$ cat config.mk
export PLATFORM = sky130hd
export DESIGN_NAME = wb_arbiter
export DESIGN_NICKNAME = d
export VERILOG_FILES = /design/src/rtl/wb_arbiter.sv
export SDC_FILE = /design/constraint.sdc
export NUM_CORES = 1
export LEC_CHECK = 0
export CORE_UTILIZATION = 56
export DETAILED_ROUTE_END_ITERATION = 8
export PLACE_DENSITY = 0.8
export SETUP_SLACK_MARGIN = 0.5
export SYNTH_ARGS = -nofsm -noshare
export SYNTH_HDL_FRONTEND = slang
export SYNTH_SLANG_ARGS = --single-unit
$ cat constraint.sdc
create_clock -name clk -period 9.7 [get_ports clk]
set_input_delay 1.94 -clock clk [delete_from_list [all_inputs] [get_ports clk]]
set_output_delay 1.94 -clock clk [all_outputs]
set_load 0.005 [all_outputs]
$ cat src/rtl/wb_arbiter.sv
// Writeback arbiter: per-unit result FIFOs drained onto WB_PORTS register-file/commit ports in round-robin order.
// Define WB_ARB_BYPASS_EN to let a result arriving at an empty FIFO compete for a port in the same cycle.
module wb_arbiter #(
    parameter int UNIT_NUM     = 6,
    parameter int WB_PORTS     = 4,
    parameter int FIFO_DEPTH   = 2,
    parameter int PHY_ID_WIDTH = 6,
    parameter int DATA_WIDTH   = 32,
    parameter int ROB_ID_WIDTH = 5
) (
    input  logic                             clk,
    input  logic                             rst,
    input  logic                             flush,
    input  logic [UNIT_NUM-1:0]              unit_valid,
    output logic [UNIT_NUM-1:0]              unit_ready,
    input  logic [UNIT_NUM-1:0]              unit_we,
    input  logic [UNIT_NUM*PHY_ID_WIDTH-1:0] unit_phy_id,
    input  logic [UNIT_NUM*DATA_WIDTH-1:0]   unit_data,
    input  logic [UNIT_NUM*ROB_ID_WIDTH-1:0] unit_rob_id,
    output logic [WB_PORTS-1:0]              wb_phyf_we,
    output logic [WB_PORTS*PHY_ID_WIDTH-1:0] wb_phyf_id,
    output logic [WB_PORTS*DATA_WIDTH-1:0]   wb_phyf_data,
    output logic [WB_PORTS-1:0]              wb_done_valid,
    output logic [WB_PORTS*ROB_ID_WIDTH-1:0] wb_done_rob_id
);
    localparam int PTR_W = (FIFO_DEPTH > 1) ? $clog2(FIFO_DEPTH) : 1;
    localparam int CNT_W = $clog2(FIFO_DEPTH + 1);
    localparam int RR_W  = (UNIT_NUM > 1) ? $clog2(UNIT_NUM) : 1;

    logic                    fifo_we   [UNIT_NUM][FIFO_DEPTH];
    logic [PHY_ID_WIDTH-1:0] fifo_id   [UNIT_NUM][FIFO_DEPTH];
    logic [DATA_WIDTH-1:0]   fifo_data [UNIT_NUM][FIFO_DEPTH];
    logic [ROB_ID_WIDTH-1:0] fifo_rob  [UNIT_NUM][FIFO_DEPTH];
    logic [PTR_W-1:0]        rd_ptr    [UNIT_NUM];
    logic [PTR_W-1:0]        wr_ptr    [UNIT_NUM];
    logic [CNT_W-1:0]        count     [UNIT_NUM];

    logic [UNIT_NUM-1:0]     byp;
    logic [UNIT_NUM-1:0]     cand;
    logic [UNIT_NUM-1:0]     grant;
    logic [UNIT_NUM-1:0]     push;
    logic [UNIT_NUM-1:0]     pop;
    logic                    cand_we   [UNIT_NUM];
    logic [PHY_ID_WIDTH-1:0] cand_id   [UNIT_NUM];
    logic [DATA_WIDTH-1:0]   cand_data [UNIT_NUM];
    logic [ROB_ID_WIDTH-1:0] cand_rob  [UNIT_NUM];

    logic [RR_W-1:0]         rr_ptr;
    logic [RR_W-1:0]         rr_next;
    logic [WB_PORTS-1:0]     port_valid;
    logic [RR_W-1:0]         port_src  [WB_PORTS];
    logic [RR_W-1:0]         scan_u;
    int                      scan_idx;
    int                      n_grant;

    function automatic logic [PTR_W-1:0] ptr_inc(input logic [PTR_W-1:0] p);
        return (p == PTR_W'(FIFO_DEPTH - 1)) ? '0 : p + PTR_W'(1);
    endfunction

    // Ready is purely occupancy-based, so a full FIFO stays not-ready even in a cycle it is popped.
    always_comb begin
        for (int i = 0; i < UNIT_NUM; i++) begin
            unit_ready[i] = (count[i] < CNT_W'(FIFO_DEPTH)) && !flush;
        end
    end

    always_comb begin
        for (int i = 0; i < UNIT_NUM; i++) begin
`ifdef WB_ARB_BYPASS_EN
            byp[i] = (count[i] == '0) && unit_valid[i] && unit_ready[i];
`else
            byp[i] = 1'b0;
`endif
            cand[i] = !flush && ((count[i] != '0) || byp[i]);
            if (byp[i]) begin
                cand_we[i]   = unit_we[i];
                cand_id[i]   = unit_phy_id[i*PHY_ID_WIDTH +: PHY_ID_WIDTH];
                cand_data[i] = unit_data[i*DATA_WIDTH +: DATA_WIDTH];
                cand_rob[i]  = unit_rob_id[i*ROB_ID_WIDTH +: ROB_ID_WIDTH];
            end else begin
                cand_we[i]   = fifo_we[i][rd_ptr[i]];
                cand_id[i]   = fifo_id[i][rd_ptr[i]];
                cand_data[i] = fifo_data[i][rd_ptr[i]];
                cand_rob[i]  = fifo_rob[i][rd_ptr[i]];
            end
        end
    end

    // Rotating scan from rr_ptr; the k-th candidate found takes port k.
    always_comb begin
        grant      = '0;
        port_valid = '0;
        rr_next    = rr_ptr;
        n_grant    = 0;
        scan_idx   = 0;
        scan_u     = '0;
        for (int p = 0; p < WB_PORTS; p++) begin
            port_src[p] = '0;
        end
        for (int k = 0; k < UNIT_NUM; k++) begin
            scan_idx = int'(rr_ptr) + k;
            if (scan_idx >= UNIT_NUM) begin
                scan_idx = scan_idx - UNIT_NUM;
            end
            scan_u = RR_W'(scan_idx);
            if (cand[scan_u] && (n_grant < WB_PORTS)) begin
                grant[scan_u] = 1'b1;
                for (int p = 0; p < WB_PORTS; p++) begin
                    if (n_grant == p) begin
                        port_valid[p] = 1'b1;
                        port_src[p]   = scan_u;
                    end
                end
                n_grant = n_grant + 1;
                rr_next = (scan_idx == UNIT_NUM - 1) ? '0 : RR_W'(scan_idx + 1);
            end
        end
    end

    always_comb begin
        for (int i = 0; i < UNIT_NUM; i++) begin
            push[i] = unit_valid[i] && unit_ready[i] && !(grant[i] && byp[i]);
            pop[i]  = grant[i] && !byp[i];
        end
    end

    always_ff @(posedge clk or negedge rst) begin
        if (!rst) begin
            for (int i = 0; i < UNIT_NUM; i++) begin
                rd_ptr[i] <= '0;
                wr_ptr[i] <= '0;
                count[i]  <= '0;
            end
        end else if (flush) begin
            for (int i = 0; i < UNIT_NUM; i++) begin
                rd_ptr[i] <= '0;
                wr_ptr[i] <= '0;
                count[i]  <= '0;
            end
        end else begin
            for (int i = 0; i < UNIT_NUM; i++) begin
                if (push[i]) wr_ptr[i] <= ptr_inc(wr_ptr[i]);
                if (pop[i])  rd_ptr[i] <= ptr_inc(rd_ptr[i]);
                if (push[i] && !pop[i])      count[i] <= count[i] + CNT_W'(1);
                else if (!push[i] && pop[i]) count[i] <= count[i] - CNT_W'(1);
            end
        end
    end

    always_ff @(posedge clk) begin
        for (int i = 0; i < UNIT_NUM; i++) begin
            if (push[i]) begin
                fifo_we[i][wr_ptr[i]]   <= unit_we[i];
                fifo_id[i][wr_ptr[i]]   <= unit_phy_id[i*PHY_ID_WIDTH +: PHY_ID_WIDTH];
                fifo_data[i][wr_ptr[i]] <= unit_data[i*DATA_WIDTH +: DATA_WIDTH];
                fifo_rob[i][wr_ptr[i]]  <= unit_rob_id[i*ROB_ID_WIDTH +: ROB_ID_WIDTH];
            end
        end
    end

    always_ff @(posedge clk or negedge rst) begin
        if (!rst) rr_ptr <= '0;
        else if (!flush) rr_ptr <= rr_next;
    end

    // Ungranted ports keep their payload fields; only the valid/we bits are cleared.
    always_ff @(posedge clk or negedge rst) begin
        if (!rst) begin
            wb_phyf_we     <= '0;
            wb_phyf_id     <= '0;
            wb_phyf_data   <= '0;
            wb_done_valid  <= '0;
            wb_done_rob_id <= '0;
        end else begin
            for (int p = 0; p < WB_PORTS; p++) begin
                if (port_valid[p]) begin
                    wb_phyf_we[p]                                    <= cand_we[port_src[p]];
                    wb_phyf_id[p*PHY_ID_WIDTH +: PHY_ID_WIDTH]       <= cand_id[port_src[p]];
                    wb_phyf_data[p*DATA_WIDTH +: DATA_WIDTH]         <= cand_data[port_src[p]];
                    wb_done_valid[p]                                 <= 1'b1;
                    wb_done_rob_id[p*ROB_ID_WIDTH +: ROB_ID_WIDTH]   <= cand_rob[port_src[p]];
                end else begin
                    wb_phyf_we[p]    <= 1'b0;
                    wb_done_valid[p] <= 1'b0;
                end
            end
        end
    end
endmodule

== Word-level counts from Yosys, hierarchy flattened ==
Memory sizes are Yosys's and may differ from the RTL's.
Cells that the tools add are included.
Widths: inputs -> output; s select.

* Bits in registers: 207
* Bits in writable memories: 528
* Bits of input ports: 273
* Output and inout bits: 186
* Logic and storage cells: 617
* Memories kept: 4

* $add $sub $neg: 45
* $lt $le $gt $ge: 51
* Equality and inequality tests: 21
* Multiplexer cells: 350
* Bitwise logic cells: 22
* Reduce and logical (&&, ||, !) cells: 91

{| class="wikitable"
|+ Memory list
! memory !! depth !! width !! rd ports !! clocked after Yosys merged registers in !! wr ports !! line !! text
|-
| fifo_data || 6 || 64 || 6 || 0 || 6 || 32 || <nowiki>logic [DATA_WIDTH-1:0] fifo_data [UNIT_NUM][FIFO_DEPTH];</nowiki>
|-
| fifo_id || 6 || 12 || 6 || 0 || 6 || 31 || <nowiki>logic [PHY_ID_WIDTH-1:0] fifo_id [UNIT_NUM][FIFO_DEPTH];</nowiki>
|-
| fifo_rob || 6 || 10 || 6 || 0 || 6 || 33 || <nowiki>logic [ROB_ID_WIDTH-1:0] fifo_rob [UNIT_NUM][FIFO_DEPTH];</nowiki>
|-
| fifo_we || 6 || 2 || 6 || 0 || 6 || 30 || <nowiki>logic fifo_we [UNIT_NUM][FIFO_DEPTH];</nowiki>
|}

{| class="wikitable"
|+ Operators with widths
! operator !! count
|-
| $mux 32 || 41
|-
| $bmux 32 s3 || 4
|-
| $mux 64 || 6
|-
| $eq 32x3->1 const B || 8
|-
| $mux 6 || 40
|-
| $demux 32 s1 || 6
|-
| $eq 32x4->1 const B || 6
|-
| $logic_not 32->1 || 5
|-
| $mux 5 || 32
|-
| $mux 12 || 12
|-
| $eq 32x2->1 const B || 4
|-
| $lt 32x4->1 const B || 4
|-
| $mux 1 || 104
|-
| $mux 3 || 33
|-
| $add 32x2->32 const B || 3
|-
| $bmux 6 s3 || 4
|-
| $bmux 5 s3 || 4
|-
| $mux 10 || 6
|-
| $logic_and 1x1->1 || 47
|-
| $mux 2 || 19
|-
| $demux 6 s1 || 6
|-
| $reduce_bool 2->1 || 18
|-
| $bmux 1 s3 || 10
|-
| $demux 5 s1 || 6
|-
| other kinds (32) || 152
|}

== Longest topological paths before layout ==
* Depth in word-level cells: 25
* Mapped depth: 34
* Gate-level depth less buffers: 28

== Least setup slack after synthesis ==
Ideal clock, no wire load.

* Path type: input -> register
* Start point: input flush
* End point: register wb_done_rob_id[5]
* Setup time: 0.126 ns
* Arrival: 6.818 ns
* Data required time: 9.574 ns
* Slack: 2.756 ns
* Cell stages on the path: 22
* Buffers on the path: 4
* Cell sequence: clkbuf_1 -> a21oi_1 -> and3_1 -> a211oi_1 -> inv_1 -> ha_1 -> nand2_1 -> inv_1 -> and3_1 -> nor4_4 -> xnor2_2 -> inv_1 -> ha_1 -> a21oi_1 -> nand3_1 -> clkbuf_1 -> o32a_1 -> mux2i_1 -> buf_2 -> clkbuf_1 -> a211oi_1 -> o32a_1

* Longest elaborated chain between the ends: 24
* Elaborated cells on any way between the ends: 67
* Classes of those cells: 4 x add/sub; 5 x order compare; 5 x eq/ne; 40 x mux; 1 x bitwise; 12 x reduce/logical

{| class="wikitable"
|+ Ends and longest elaborated chain
! element !! line !! text
|-
| start: declaration || 13 || <nowiki>input logic flush,</nowiki>
|-
| $logic_not 1->1 (*) || - ||
|-
| $logic_and 1x1->1 || 74 || <nowiki>cand[i] = !flush && ((count[i] != '0) || byp[i]);</nowiki>
|-
| $bmux 1 s3 || 106 || <nowiki>if (cand[scan_u] && (n_grant < WB_PORTS)) begin</nowiki>
|-
| $mux 1 (implied by the code) || 106 ||
|-
| $mux 1 || 106 ||
|-
| $lt 1x3->1 || 106 ||
|-
| $logic_and 1x1->1 || 106 ||
|-
| $mux 2 || 106 ||
|-
| [7 not listed] || - ||
|-
| $logic_and 1x1->1 || 106 ||
|-
| $mux 32 || 106 ||
|-
| $lt 32x4->1 / $eq 32x2->1 (equally long branches) || 106, 109 ||
|-
| $logic_and 1x1->1 / $mux 3 (equally long branches) || 106, 109 ||
|-
| $mux 12 || 106 ||
|-
| $not 3->4 (implied by the code) || 181 || <nowiki>wb_done_rob_id[p*ROB_ID_WIDTH +: ROB_ID_WIDTH] <= cand_rob[port_src[p]];</nowiki>
|-
| $bmux 5 s3 || 181 ||
|-
| $mux 5 (implied by the code) (2 in series) || 181 ||
|-
| end signal: indexed assignment || 181 ||
|-
| end: declaration || 24 || <nowiki>output logic [WB_PORTS*ROB_ID_WIDTH-1:0] wb_done_rob_id</nowiki>
|}

Mark *: on every way between the ends. The rest lies on a longest branch, timed or not. The select of a mux whose other input is x is not followed.
A chain may end at the register's enable or synchronous reset.

== Final worst setup path ==
* Start point: input flush
* End point: register wb_phyf_data[36]

* Longest elaborated chain between the ends: 24
* Elaborated cells on any way between the ends: 67
* Classes of those cells: 4 x add/sub; 5 x order compare; 5 x eq/ne; 40 x mux; 1 x bitwise; 12 x reduce/logical

{| class="wikitable"
|+ Ends and longest elaborated chain
! element !! line !! text
|-
| $logic_not 1->1 (*) || - ||
|-
| $logic_and 1x1->1 || 74 ||
|-
| $bmux 1 s3 || 106 ||
|-
| $mux 1 (implied by the code) || 106 ||
|-
| $mux 1 || 106 ||
|-
| $lt 1x3->1 || 106 ||
|-
| $logic_and 1x1->1 || 106 ||
|-
| $mux 2 || 106 ||
|-
| [7 not listed] || - ||
|-
| $logic_and 1x1->1 || 106 ||
|-
| $mux 32 || 106 ||
|-
| $lt 32x4->1 / $eq 32x2->1 (equally long branches) || 106, 109 ||
|-
| $logic_and 1x1->1 / $mux 3 (equally long branches) || 106, 109 ||
|-
| $mux 12 || 106 ||
|-
| $not 3->4 (implied by the code) || 179 || <nowiki>wb_phyf_data[p*DATA_WIDTH +: DATA_WIDTH] <= cand_data[port_src[p]];</nowiki>
|-
| $bmux 32 s3 || 179 ||
|-
| $mux 32 (implied by the code) (2 in series) || 179 ||
|-
| end signal: indexed assignment || 179 ||
|-
| end: declaration || 22 || <nowiki>output logic [WB_PORTS*DATA_WIDTH-1:0] wb_phyf_data,</nowiki>
|}

Marked as above.

==> reports/metrics.csv <==
stage;metric;value;unit
critical_path;worstSetupPathType;in2reg;
clocking;path_clk_slew;0.06;ns
placed_design;place_worst_setup_slack;0.853;ns
clocking;post_cts_buffers;0;
clocking;clkLatencyLatePin;0.63;ns
global_route;first_global_vias;30200;
synthesis;ys_seq_area_frac;0.572;
global_route;grt_max_degree;128;
synthesis;netlist_area;36800;µm²
synthesis;async_flop_share;0.282;
synthesis;synth_compound_area_frac;0.159;
synthesis;synth_top_family_by_area;compound AO/OA/AOI/OAI gates;
critical_path;end_kind;flip-flop;
detailed_routing;viasPerCell;7.05;
synthesis;synth_simple_gate_area_frac;0.0699;
clocking;cts_buffers;77;
sta;finalCritPeriodShare;0.867;
die;core;64700;µm²
global_route;gr-usage-all-layers;0.402;
sta;finalWorstSetupSlack;1.29;ns
sta;fmax;119;MHz
global_route;grt_pass1_wl;196;mm
sta;setup_violations;0;
cells_and_area;layout_commonest_cell;edfxtp_1;
cells_and_area;fin_cells;4301;
sta;post-route-min-period;8.41;ns
synthesis;synth_area_per_cell;12.3;µm²
sta;holdWs;0.487;ns
die;start_util;0.568;
synthesis;synth_edf_count;528;
die;fp-row-count;93;
cells_and_area;final_cell_mix;edfxtp_1, clkdlybuf4s50_1, mux2i_1, nand2_1, dfrtp_1;
job;maxCapViolCount;0;
detailed_routing;drcViolationCount;2;
detailed_routing;ant_nets;0;
critical_path;cp.required;10.25;ns
placed_design;placedCellCount;4146;
global_route;antenna_found_initial;14;
cells_and_area;fill_cells;4511;
synthesis;synth_ff_type;edfxtp_1;
die;die_area;66700;µm²
placed_design;gp_congestion;0.992;
critical_path;worstSetupStartpointType;primary input;
placed_design;hpwl;85.3;mm
synthesis;ys_seq_elements;735;
detailed_routing;vias;30300;
run_status;status;finished, violations left;
clocking;root_buffer;clkbuf_16;
detailed_routing;initialDrtViolationCount;4609;
die;dieHeight;258;µm
synthesis;synth_fp_nets;3319;
die;ioPinCount;459;
sta;rsz0062_at_grt;false;
sta;finalHoldViolations;0;
cells_and_area;fin_nets;3688;
detailed_routing;drt_pass1_iterations;9;
min_path;hold_class;reg2reg;
sta;maxSlewHeadroom;0.154;
synthesis;yosys.area_share.adder;0.0157;
run_status;violations;DRC;
clocking;cts_hold_buf;0;
synthesis;synth_xor_area_frac;0.00902;
critical_path;critical_path.max_fanout;17;
clocking;cts_tree;yes;
sta;finalSetupTns;0;ns
synthesis;yosysWarnings;0;
critical_path;crit_arrival;8.97;ns
synthesis;synth.distinct_cells;82;
detailed_routing;wl;137;mm
synthesis;synthCells;3001;
clocking;cts_sinks;735;
die;die_w;258;µm
clocking;h-tree-depth;3;
global_route;overflow;0;
cells_and_area;area_delta_synth_final;22.3;%
detailed_routing;wl_per_cell;31.9;µm
sta;worst_pin_slew;1.24;ns
placed_design;portBuffers;458;
synthesis;synth_mux_area_frac;0.142;
cells_and_area;drive_gt1_frac;0.108;
sta;drv_slew;0;
clocking;cts_resized;0;
sta;skew;0.0244;ns
clocking;cts_buffer_depth;3;
==> path summary, 6_finish.rpt <==
check	start	end	slack, ns	depth (start not counted)
max in group asynchronous	rst	wb_done_rob_id[19]$_DFFE_PN0P_	6.27	3
max	flush	wb_phyf_data[36]$_DFFE_PN0P_	1.29	22
max reg2reg	rr_ptr[1]$_DFFE_PN0P_	wb_phyf_data[103]$_DFFE_PN0P_	1.36	26
min	wb_phyf_data[31]$_DFFE_PN0P_	wb_phyf_data[31]$_DFFE_PN0P_	0.49	2
min reg2reg	wb_phyf_data[31]$_DFFE_PN0P_	wb_phyf_data[31]$_DFFE_PN0P_	0.49	2
min in group asynchronous	rst	wr_ptr[4]$_DFFE_PN0P_	1.37	1
==> Yosys cell counts (12+ instances only) <==
library cell / n / area, µm²
buf_2: 53 / 265
clkbuf_1: 164 / 616
edfxtp_1: 528 / 15900
nor3_1: 12 / 60.1
and2_1: 46 / 288
xnor2_1: 25 / 219
a31oi_1: 139 / 870
nand2_1: 304 / 1140
o32a_1: 45 / 450
o31ai_1: 47 / 353
mux2_2: 95 / 1070
a211oi_1: 96 / 721
o21ai_0: 62 / 310
mux2i_1: 410 / 4100
a21oi_1: 124 / 621
nand3_1: 17 / 85.1
o22a_1: 44 / 385
o221a_2: 34 / 383
o211ai_1: 48 / 360
nor2_1: 149 / 559
ha_1: 43 / 538
and3_1: 18 / 113
dfrtp_1: 207 / 5180
a32oi_1: 45 / 394
inv_1: 34 / 128
o22ai_1: 47 / 294
==> layer usage <==
metal,track usage,vias to the layer above,routed length [µm]
met4,0.220,10,8440
met5,0,-,63
met1,0.528,14700,49400
met3,0.0920,619,17600
li1,-,12400,-
met2,0.623,2620,61600
==> stage by stage <==
step | area [µm²] | utilization
floorplan | 36800 | -
global placement | 42300 | 0.654
detailed placement | 42300 | 0.654
CTS | 44900 | 0.695
global route | 45000 | 0.695
finish | 45000 | 0.695
==> worst max-delay path, stage by stage <==
cell             delay [ns]
clkdlybuf4s50_1        0.76
nand2b_1               0.24
o22a_1                 0.21
nor3_1                 0.11
a211oi_1               0.54
inv_1                  0.29
ha_1                   0.39
nand2_1                0.14
inv_1                  0.10
and3_1                 0.26
nor4_4                 0.37
buf_4                  0.30
o32ai_2                0.14
ha_1                   0.22
a21oi_1                0.15
nand3_1                0.37
o32ai_1                0.65
mux2_2                 0.75
buf_4                  0.31
mux2_2                 0.35
a21oi_1                0.17
o32a_1                 0.18
==> state kept, by name (all words and copies together), names as in the netlist, 4 cells and up <==
register,cells
fifo_we,12
wb_phyf_we,4
wb_phyf_id,24
fifo_rob,60
rd_ptr,6
wb_phyf_data,128
fifo_data,384
wb_done_rob_id,20
count,12
fifo_id,72
wr_ptr,6
wb_done_valid,4
==> kinds of logic (layout without fill, tap and decap cells) <==
logic type               after synthesis  in the layout
AO/OA/AOI/OAI                        809            809
flip-flops                           735            735
AND/OR/NAND/NOR                      593            593
multiplexers                         509            509
buffers and inverters                273            706
adder cells (fa/ha/maj)               45             45
XOR/XNOR                              37             37
other                                  0             12
==> layout make-up <==
type	count	area, µm²	area share
diodes	12	30.0	0.000668
clock buffers	101	2140	0.0476
clock inverters	42	467	0.0104
inverters	37	139	0.00309
multi-input cells	1993	14800	0.329
flip-flops and latches	735	21100	0.468
well taps	855	1070	0.0238
repair buffers	526	5250	0.117
Power is not shown: default switching activity piles up to over one toggle a cycle in this logic, so the estimate is an artifact.
